**src/rtl/uart_cmd_sequencer_if.sv**
```systemverilog
// Command channel from the UART frame sequencer to the SRAM engine.
// One valid/ready transfer per host frame.
interface uart_cmd_sequencer_if #(
  parameter int ADDR_W = 19
);
  logic              cmd_valid;
  logic              cmd_ready;
  logic              cmd_write;
  logic [ADDR_W-1:0] cmd_addr;
  logic [7:0]        cmd_wdata;

  modport master (
    output cmd_valid,
    output cmd_write,
    output cmd_addr,
    output cmd_wdata,
    input  cmd_ready
  );

  modport slave (
    input  cmd_valid,
    input  cmd_write,
    input  cmd_addr,
    input  cmd_wdata,
    output cmd_ready
  );
endinterface

```
**src/rtl/uart_cmd_sequencer.sv**
```systemverilog
// Assembles 'R'/'W' host frames from UART bytes into SRAM commands.
// Guards against timeouts, bad opcodes and overrun.
module uart_cmd_sequencer #(
  parameter int ADDR_W        = 19,
  parameter int ADDR_BYTES    = 3,
  parameter int TIMEOUT_TICKS = 640
) (
  input  logic                  clk,
  input  logic                  reset,
  input  logic                  s_tick,
  input  logic                  rx_done_tick,
  input  logic [7:0]            rx_data,
  uart_cmd_sequencer_if.master  cmd,
  output logic                  err_opcode_tick,
  output logic                  err_timeout_tick,
  output logic                  overrun_tick
);
  localparam int TW = $clog2(TIMEOUT_TICKS);
  localparam int BW = $clog2(ADDR_BYTES + 1);
  localparam logic [TW-1:0] TO_LAST = TW'(TIMEOUT_TICKS - 1);
  localparam logic [BW-1:0] B_LAST  = BW'(ADDR_BYTES - 1);

  localparam logic [1:0] IDLE  = 2'd0;
  localparam logic [1:0] ADDR  = 2'd1;
  localparam logic [1:0] DATA  = 2'd2;
  localparam logic [1:0] ISSUE = 2'd3;

  logic [1:0]        state;
  logic              write_q;
  logic [ADDR_W-1:0] addr_q;
  logic [7:0]        wdata_q;
  logic [BW-1:0]     bcnt;
  logic [TW-1:0]     to_cnt;

  logic [ADDR_W-1:0] addr_next;
  logic              is_op;
  logic              to_fire;

  // Address shift, opcode match and timeout expiry; a byte beats the tick
  always_comb begin
    addr_next = {addr_q[ADDR_W-9:0], rx_data};
    is_op     = (rx_data == 8'h57) || (rx_data == 8'h52);
    to_fire   = s_tick && !rx_done_tick && (to_cnt == TO_LAST);
  end

  assign cmd.cmd_valid = (state == ISSUE);
  assign cmd.cmd_write = write_q;
  assign cmd.cmd_addr  = addr_q;
  assign cmd.cmd_wdata = wdata_q;

  // Frame FSM with inter-byte timeout and registered event pulses
  always_ff @(posedge clk) begin
    if (reset) begin
      state            <= IDLE;
      write_q          <= 1'b0;
      addr_q           <= '0;
      wdata_q          <= '0;
      bcnt             <= '0;
      to_cnt           <= '0;
      err_opcode_tick  <= 1'b0;
      err_timeout_tick <= 1'b0;
      overrun_tick     <= 1'b0;
    end else begin
      err_opcode_tick  <= 1'b0;
      err_timeout_tick <= 1'b0;
      overrun_tick     <= 1'b0;
      unique case (state)
        IDLE: begin
          if (rx_done_tick) begin
            if (is_op) begin
              write_q <= (rx_data == 8'h57);
              addr_q  <= '0;
              bcnt    <= '0;
              to_cnt  <= '0;
              state   <= ADDR;
            end else begin
              err_opcode_tick <= 1'b1;
            end
          end
        end
        ADDR: begin
          if (rx_done_tick) begin
            addr_q <= addr_next;
            bcnt   <= bcnt + BW'(1);
            to_cnt <= '0;
            if (bcnt == B_LAST) begin
              if (write_q) begin
                state <= DATA;
              end else begin
                wdata_q <= 8'h00;
                state   <= ISSUE;
              end
            end
          end else if (to_fire) begin
            err_timeout_tick <= 1'b1;
            state            <= IDLE;
          end else if (s_tick) begin
            to_cnt <= to_cnt + TW'(1);
          end
        end
        DATA: begin
          if (rx_done_tick) begin
            wdata_q <= rx_data;
            state   <= ISSUE;
          end else if (to_fire) begin
            err_timeout_tick <= 1'b1;
            state            <= IDLE;
          end else if (s_tick) begin
            to_cnt <= to_cnt + TW'(1);
          end
        end
        ISSUE: begin
          if (rx_done_tick) overrun_tick <= 1'b1;
          if (cmd.cmd_ready) state <= IDLE;
        end
        default: state <= IDLE;
      endcase
    end
  end
endmodule

```
**src/flat_wrapper.sv**
```systemverilog
// flat-port wrapper written by rule: the top's interface ports become plain ports
module uart_cmd_sequencer_flat 
#(
  parameter int ADDR_W        = 19,
  parameter int ADDR_BYTES    = 3,
  parameter int TIMEOUT_TICKS = 640
)
  (clk, reset, s_tick, rx_done_tick, rx_data, err_opcode_tick, err_timeout_tick, overrun_tick, cmd_cmd_valid, cmd_cmd_write, cmd_cmd_addr, cmd_cmd_wdata, cmd_cmd_ready);
  uart_cmd_sequencer_if #(.ADDR_W(ADDR_W)) cmd_i ();
  input  logic clk;
  input  logic reset;
  input  logic s_tick;
  input  logic rx_done_tick;
  input  logic [7:0] rx_data;
  output logic err_opcode_tick;
  output logic err_timeout_tick;
  output logic overrun_tick;
  output wire logic [$bits(cmd_i.cmd_valid)-1:0] cmd_cmd_valid;
  output wire logic [$bits(cmd_i.cmd_write)-1:0] cmd_cmd_write;
  output wire logic [$bits(cmd_i.cmd_addr)-1:0] cmd_cmd_addr;
  output wire logic [$bits(cmd_i.cmd_wdata)-1:0] cmd_cmd_wdata;
  input wire logic [$bits(cmd_i.cmd_ready)-1:0] cmd_cmd_ready;
  assign cmd_cmd_valid = cmd_i.cmd_valid;
  assign cmd_cmd_write = cmd_i.cmd_write;
  assign cmd_cmd_addr = cmd_i.cmd_addr;
  assign cmd_cmd_wdata = cmd_i.cmd_wdata;
  assign cmd_i.cmd_ready = cmd_cmd_ready;
  uart_cmd_sequencer #(.ADDR_W(ADDR_W), .ADDR_BYTES(ADDR_BYTES), .TIMEOUT_TICKS(TIMEOUT_TICKS)) u_core (.clk(clk), .reset(reset), .s_tick(s_tick), .rx_done_tick(rx_done_tick), .rx_data(rx_data), .cmd(cmd_i), .err_opcode_tick(err_opcode_tick), .err_timeout_tick(err_timeout_tick), .overrun_tick(overrun_tick));
endmodule
```
**config.mk**
```make
export PLATFORM = sky130hd
export DESIGN_NAME = uart_cmd_sequencer_flat
export DESIGN_NICKNAME = d
export VERILOG_FILES = /design/src/rtl/uart_cmd_sequencer_if.sv /design/src/rtl/uart_cmd_sequencer.sv /design/src/flat_wrapper.sv
export SDC_FILE = /design/constraint.sdc
export NUM_CORES = 1
export LEC_CHECK = 0
export ABC_AREA = 1
export CAP_MARGIN = 20
export CORE_ASPECT_RATIO = 1.5
export CORE_MARGIN = 10
export CORE_UTILIZATION = 49
export CTS_CLUSTER_DIAMETER = 30
export DETAILED_ROUTE_END_ITERATION = 10
export PLACE_DENSITY = 0.79
export SYNTH_ARGS = -nofsm -noshare
export SYNTH_HDL_FRONTEND = slang
export SYNTH_SLANG_ARGS = --single-unit
```
**constraint.sdc**
```tcl
create_clock -name clk -period 2.2 [get_ports clk]
set_input_delay 0.33 -clock clk [delete_from_list [all_inputs] [get_ports clk]]
set_output_delay 0.33 -clock clk [all_outputs]
set_load 0.05 [all_outputs]
```
## Word level (Yosys, flattened, before mapping)

Cells that the tools add are included.

| storage, ports and cells | value |
|---|---|
| flip-flop bits (word level) | 45 |
| bits of input ports | 13 |
| output and inout bits | 32 |
| logic and storage cells | 80 |

| operators by class | value |
|---|---|
| add/sub/neg operators | 2 |
| equality and inequality tests | 16 |
| mux-type cells | 32 |
| bitwise operators | 4 |
| reduce and logical (&&, ||, !) cells | 17 |

Operators by type and width:

| operator | number |
|---|---|
| 10-bit 2-to-1 mux | 6 |
| 19-bit 2-to-1 mux | 3 |
| 19-bit case mux with 2 select lines | 1 |
| 8-bit 2-to-1 mux | 4 |
| 10-bit case mux with 3 select lines | 1 |
| 2-bit 2-to-1 mux | 10 |
| 8-bit by 7-bit equality test with 1-bit output (second input constant) | 2 |
| 8-bit case mux with 2 select lines | 1 |
| 4-bit AND reduction | 3 |
| 10-bit by 1-bit adder with 10-bit output (second input constant) | 1 |
| 10-bit equality test (second input constant) | 1 |
| 2-bit != test (second input constant) | 5 |
| 2-bit case mux with 4 select lines | 1 |
| 2-bit equality test (second input constant) | 3 |
| 2-bit by 1-bit != test with 1-bit output (second input constant) | 3 |
| 3-bit OR reduction | 2 |
| 5-bit AND reduction | 1 |
| 1-bit 2-to-1 mux | 4 |
| 1-bit NOT | 4 |
| 2-bit case mux with 2 select lines | 1 |
| 2-bit nonzero test | 2 |
| 2-bit OR reduction | 2 |
| 3-bit by 2-bit != test with 1-bit output (second input constant) | 1 |
| 3-bit AND reduction | 1 |
| 7 further kinds | 8 |

## Depth between registers and ports, before layout

Gate-level depths: netlist (run 1).

| depth | value |
|---|---|
| word-level depth | 6 |
| gate-level depth with buffers | 11 |
| mapped depth without buffers | 10 |

## Least setup slack after synthesis (run 1)

OpenSTA, ideal clock, no wires.

| path | value |
|---|---|
| path type | register to register |
| start | register u_core.state[1] |
| end | register u_core.to_cnt[1] |
| setup time | 0.070 ns |
| arrival time | 1.449 ns |
| required time | 2.130 ns |
| slack | 0.681 ns |
| cell stages (with the launch flop) | 12 |
| path buffers | 2 |
| clock period less this slack | 1.519 ns |
| cell sequence | dfxtp_1 > inv_1 > ha_1 > buf_2 > nor2_1 > o21ai_2 > nand3_4 > buf_6 > clkinv_2 > nand2_1 > nand2_1 > a21oi_1 |

| between the ends | value |
|---|---|
| cells in the longest elaborated chain, start to end | 3 |
| elaborated cells between the ends (all ways) | 9 |
| classes of those cells | 5 x eq/ne; 1 x mux; 3 x reduce/logical |

RTL lines:

| element | RTL line | RTL |
|---|---|---|
| start: declaration | uart_cmd_sequencer.sv:28 | `logic [1:0] state;` |
| start signal: assignment | uart_cmd_sequencer.sv:54 | `state <= IDLE;` |
| start signal: assignment | uart_cmd_sequencer.sv:75 | `state <= ADDR;` |
| start signal: assignment | uart_cmd_sequencer.sv:88 | `state <= DATA;` |
| 2-bit equality test (tied with other cells) | uart_cmd_sequencer.sv:67 | `unique case (state)` |
| 2-bit != test (no line) (tied with other cells) | n/a |  |
| 4-bit AND reduction (no line) | n/a |  |
| end signal: assignment | uart_cmd_sequencer.sv:98 | `to_cnt <= to_cnt + TW'(1);` |
| end signal: assignment | uart_cmd_sequencer.sv:109 | `to_cnt <= to_cnt + TW'(1);` |
| end: declaration | uart_cmd_sequencer.sv:33 | `logic [TW-1:0] to_cnt;` |

Parallel ways exist; a longest one is shown, timed or not.
A chain may end at the register's enable or synchronous reset.

## Final worst setup path (run 1)

| path | value |
|---|---|
| start | register u_core.state[0] |
| end | output port cmd_cmd_valid |

| between the ends | value |
|---|---|
| cells in the longest elaborated chain, start to end | 1 |

RTL lines:

| element | RTL line | RTL |
|---|---|---|
| 2-bit equality test | uart_cmd_sequencer.sv:46 | `assign cmd.cmd_valid = (state == ISSUE);` |
| end: declaration | flat_wrapper.sv:18 | `output wire logic [$bits(cmd_i.cmd_valid)-1:0] cmd_cmd_valid;` |

No other way between the ends.

==> results of run 1 <==
registers in the layout (all words and copies together), names as in the netlist:
| register | cells |
|---|---|
| u_core.bcnt | 2 |
| u_core.cmd.cmd_addr | 19 |
| u_core.cmd.cmd_wdata | 8 |
| u_core.cmd.cmd_write | 1 |
| u_core.err_opcode_tick | 1 |
| u_core.err_timeout_tick | 1 |
| u_core.overrun_tick | 1 |
| u_core.state | 2 |
| u_core.to_cnt | 10 |
through the flow:
| stage | worst slack, ps | cell area (um^2) | utilization (%) | power (mW) | instances |
|---|---|---|---|---|---|
| 6_report | 110 | 2850 | 63.2 | 2.71 | 404 |
| 5_1_grt | 49.6 | 2850 | 63.2 | 2.87 | 404 |
| 4_1_cts | 112 | 2850 | 63.2 | 2.72 | 404 |
| 3_5_place_dp | 165 | 2710 | 60.2 | 1.98 | 396 |
| 3_3_place_gp | 212 | 2710 | 60.2 | 1.97 | 396 |
| 2_1_floorplan | 681 | 2260 | - | 1.76 | 315 |
cells by family after synthesis:
group                    after synthesis
adder cells (fa/ha/maj)                7
XOR/XNOR                               1
AO/OA/AOI/OAI                         53
AND/OR/NAND/NOR                      161
flip-flops                            45
buffers and inverters                 48
worst register-to-register path, stage by stage (launching register included):
cell and delay [ps]:
dfxtp_1 360, inv_1 130, ha_1 460, a21oi_1 140, nor2_2 230, inv_1 110, nor2_4 200, nand2_1 70
a21oi_1 130
report_power, final:
group,switching [mW],internal [mW]
combinational,0.750,0.327
sequential,0.0405,0.859
clock,0.279,0.451
final cells by class:
cell class              instances  area share, %
inverters                      30           4.09
clock inverters                 3           2.29
clock buffers                   5           2.42
multi-input cells             222           40.1
flip-flops and latches         45           31.6
well taps                      48           2.11
repair buffers                 51           17.3
layout by cell type, fill, tap and decap left out:
cell,count
or2_1,1
o21ai_2,1
clkinv_2,2
nand3_4,1
nor2_4,2
clkbuf_8,5
dfxtp_1,45
nand2_2,2
inv_2,1
nor2_2,3
nand3_1,18
ha_1,7
o21a_1,1
inv_4,1
nor3_1,3
nand3b_1,4
clkdlybuf4s50_1,44
inv_1,27
nand2_1,86
a32oi_1,1
o21bai_2,1
o211ai_1,1
nand4_1,24
buf_4,7
xor2_1,1
nand3_2,2
a21oi_1,43
nor2_1,15
o21ai_0,5
bufinv_16,2
layer usage:
metal / vias to the layer above / routed length, um
met2: 60 / 2940
met5: - / 0
met4: 0 / 85
met3: 8 / 515
met1: 1028 / 2330
li1: 1119 / -
worst paths after layout:
kind                            slack [ps]  cells after the start                 endpoint                     from
worst min-delay path                   470                      2  u_core.cmd.cmd_addr[12]  u_core.cmd.cmd_addr[12]
worst min register to register         470                      2  u_core.cmd.cmd_addr[12]  u_core.cmd.cmd_addr[12]
worst max register to register         300                      8         u_core.to_cnt[9]          u_core.state[0]
worst max-delay path                   110                      2            cmd_cmd_valid          u_core.state[0]
==> flow_summary.toml, run 1 <==
[grt]
grtUsageMet1_pct = 18.0
antenna_found_initial = 0
busiest_layer = "met2"
grt_overflow_total = 0
grt_max_degree = 27
grt.total_usage_pct = 15.9
grtUsageMet2_pct = 25.6
grt_use_met3_pct = 6.97
grt_pass1_vias = 2082
grt_pass1_wl_um = 9760

[layout]
fillerInstances = 420
layout-drive-gt1-share_pct = 8.43
syn_to_final_growth_pct = 25.8
diodes = 0
multi_input_area_um2 = 1140
final-seq-area_um2 = 901
num-nets-final = 375

[synthesis]
synthDistinctLibCells = 30
syn_inst = 315
synthSimpleGateAreaFrac_pct = 33.7
synth.largest_area_cell = "dfxtp_1"
syn_area_um2 = 2260
ys_seq_area_share_pct = 39.8
synth_compound_area_share_pct = 12.5
yosys_warnings = 0
syn-num-nets = 335
synthFlopType = "dfxtp_1"
synth_top_family_by_area = "simple AND/OR/NAND/NOR gates"
synth.area.mux_share_pct = 0
async_flop_share_pct = 0
synth_xor_area_share_pct = 0.387
synth.area.top_cells = "dfxtp_1 (40%), nand2_1 (14%), a21oi_1 (9.5%), nand4_1 (6.6%), inv_1 (4.5%)"
synthTopCellsByCount = "nand2_1 (86), dfxtp_1 (45), a21oi_1 (43)"
synth_fa_ha_area_share_pct = 3.87
synth_edf_count = 0
synth_top_area_share_pct = 39.8
syn_area_per_cell_um2 = 7.19
yosysMostFrequentCell = "nand2_1"
ys_seq_elements = 45

[clock_tree]
cts_root_buf = "clkbuf_8"
hold_buffers = 0
cts_tree = "yes"
post_cts_buffers = 0
worstSkewPairLatency_ps = 300
cts-buffers-inserted = 5
cts_buffer_depth = 2
postCtsResizedCells = 0
cts_sinks = 45
clkSlewWorstSetupHoldPaths_ps = 80
cts.htree.levels = 2

[critical_path]
cp-end-kind = "primary output"
critPathMaxStageDelay_ps = 820
crit_fanout = 4
cp-start-kind = "register"
crit_chain = "ha_1 > clkdlybuf4s50_1"
path_class = "reg2out"
cpMaxStageDelayCell = "clkdlybuf4s50_1"
crit_family = "buffers and inverters"
crit_arrival_ps = 1760
worst-path-buf-inv = 1
required_ps = 1870

[sta]
worst_pin_slew_ps = 521
finalCriticalPeriod_ps = 2090
max_slew_margin_pct = 65.2
rsz0062_at_grt = "false"
hold_viol = 0
fmax_ghz = 0.478
finalSetupTns_ps = 0
maxSlewViolCount = 0
period_share_pct = 95.0
holdWs_ps = 470
finalSetupViolations = 0
skew_ps = 4.69

[die]
fp.dieH_um = 103
die_x_um = 75.5
fp-row-count = 30
start_util_pct = 50.3
fp.dieArea_um2 = 7790
pin_count = 45
coreArea_um2 = 4500

[placed_design]
hpwl_um = 4270
port_buffers = 44
place_congestion = 0.920

[drt]
drt-total-wl_um = 5860
drt-vias-per-instance = 5.48
drt_iter0_markers = 162
vias = 2215
drc = 0
dr.pass1.iters = 4
post_drt_wl_per_cell_um = 14.5
antenna_left = 0

[power]
p_leak_nw = 1.08
powerDensity_nw_per_um2 = 951
ir_drop_uv = 773

[status]
outcome = "finished, final reports clean"

[run]
max_cap_violations = 0

[hold_path]
hp-class = "reg2reg"
Power figures use the tool's default switching activity.
==> inputs of run 2 (changes only) <==
--- a/config.mk
+++ b/config.mk
@@ -8,10 +8,10 @@
 export ABC_AREA = 1
 export CAP_MARGIN = 20
 export CORE_ASPECT_RATIO = 1.5
-export CORE_MARGIN = 10
 export CORE_UTILIZATION = 49
 export CTS_CLUSTER_DIAMETER = 30
 export DETAILED_ROUTE_END_ITERATION = 10
+export GPL_TIMING_DRIVEN = 1
 export PLACE_DENSITY = 0.79
 export SYNTH_ARGS = -nofsm -noshare
 export SYNTH_HDL_FRONTEND = slang
==> flow_summary.toml, run 2 (synthesized netlist as in run 1, its figures left out) <==
[critical_path]
cp-start-kind = "register"
rr_worst_depth = 8
crit_family = "buffers and inverters"
path_class = "reg2out"
worst-path-buf-inv = 1
timing.rr.start = "u_core.state[0]"
cp-end-kind = "primary output"
cpMaxStageDelayCell = "clkdlybuf4s50_1"
crit_arrival_ps = 1730
r2r-end = "u_core.to_cnt[5]"
worstSetupStartpoint = "u_core.state[0]"
crit_fanout = 4
critPathMaxStageDelay_ps = 810
r2r_slack_ps = 310
required_ps = 1870
crit_chain = "ha_1 > clkdlybuf4s50_1"

[status]
outcome = "finished, violations left"
failed_checks = "design-rule violations"

[sta]
holdWs_ps = 467
fmax_ghz = 0.484
maxSlewViolCount = 0
rsz0062_at_grt = "false"
worst_pin_slew_ps = 530
period_share_pct = 93.8
finalSetupTns_ps = 0
max_slew_margin_pct = 64.6
finalSetupViolations = 0
finalCriticalPeriod_ps = 2060
skew_ps = 7.53
hold_viol = 0
setup_ws_ps = 135

[die]
fp-row-count = 29
die_x_um = 57.5
start_util_pct = 52.4
fp.dieH_um = 85.2
pin_count = 45
coreArea_um2 = 4320
fp.dieArea_um2 = 4900

[clock_tree]
cts_buffer_depth = 2
cts.htree.levels = 2
cts_root_buf = "clkbuf_8"
cts-buffers-inserted = 5
hold_buffers = 0
cts_sinks = 45
cts_tree = "yes"
worstSkewPairLatency_ps = 300
post_cts_buffers = 0
clkSlewWorstSetupHoldPaths_ps = 90
postCtsResizedCells = 0

[placed_design]
dp.cells = 395
port_buffers = 44
pre_cts_ws_ps = 183
place_congestion = 0.844
hpwl_um = 3920
place_area_um2 = 2720

[power]
ir_drop_uv = 680
powerDensity_nw_per_um2 = 922
power.total_mw = 2.62
p_leak_nw = 1.08

[drt]
vias = 2190
met2_length_um = 2750
drt-total-wl_um = 5370
dr.pass1.iters = 7
drt_iter0_markers = 136
route.met3.wl_um = 254
post_drt_wl_per_cell_um = 13.3
drt-vias-per-instance = 5.43
antenna_left = 0
dr.max_layer_used = "met4"
drc = 1
m1WireLength_um = 2290

[layout]
diodes = 0
finalNonFillerCells = 403
multi_input_area_um2 = 1140
fin_area_um2 = 2840
layout-drive-gt1-share_pct = 8.68
num-nets-final = 376
layout_commonest_cell = "nand2_1"
final_cell_mix = "nand2_1 (86), dfxtp_1 (45), clkdlybuf4s50_1 (44)"
largest_register_ffs = 19
syn_to_final_growth_pct = 25.4
fillerInstances = 392
final-seq-area_um2 = 901
fin_util_pct = 65.7

[run]
max_cap_violations = 0

[grt]
grt_pass1_vias = 2041
grt_max_degree = 27
grt.total_usage_pct = 23.5
antenna_found_initial = 0
grt_overflow_total = 0
grt_pass1_wl_um = 9200

[hold_path]
hold_end = "u_core.cmd.cmd_addr[13]"
holdPathStages = 2
hp-class = "reg2reg"
hp-start = "u_core.cmd.cmd_addr[13]"
-- run 2: layout make-up --
cell class                 instances  share of cell area (%)
tap                               46                    2.03
multi-input combinational        222                    40.3
sequential                        45                    31.7
clock inverter                     2                    1.32
timing repair buffer              52                    17.6
clock buffer                       6                    2.91
inverter                          30                    4.10
-- run 2: worst register-to-register path: cells and delay by family, from the launching register on --
kind                       cells  cell delay [ps]
adders and majority gates      1              470
and+or+nand+nor                3              520
AOI/OAI and AO/OA              2              260
buffers and inverters          2              240
DFF                            1              350
-- run 2: worst max-delay path by stage --
stage	end	slack, ps	depth (start not counted)
after floorplan	u_core.to_cnt[1]	680	11
final	cmd_cmd_valid	140	2
after global placement	u_core.to_cnt[9]	210	9
after global routing	cmd_cmd_valid	80	2
after CTS	cmd_cmd_valid	130	2
after detailed placement	u_core.to_cnt[5]	180	9
-- run 2: report_power, final --
part	switching, mW	total (mW)	leakage (nW)	internal [mW]
combinational	0.730	1.06	0.657	0.327
sequential	0.0407	0.900	0.363	0.860
clock	0.288	0.657	0.0574	0.369
-- run 2: per-layer routing --
layer	up-vias	GRT usage, %
met4	0	7.10
met1	997	27.7
met5	-	0
li1	1123	-
met2	61	42.3
met3	9	4.12
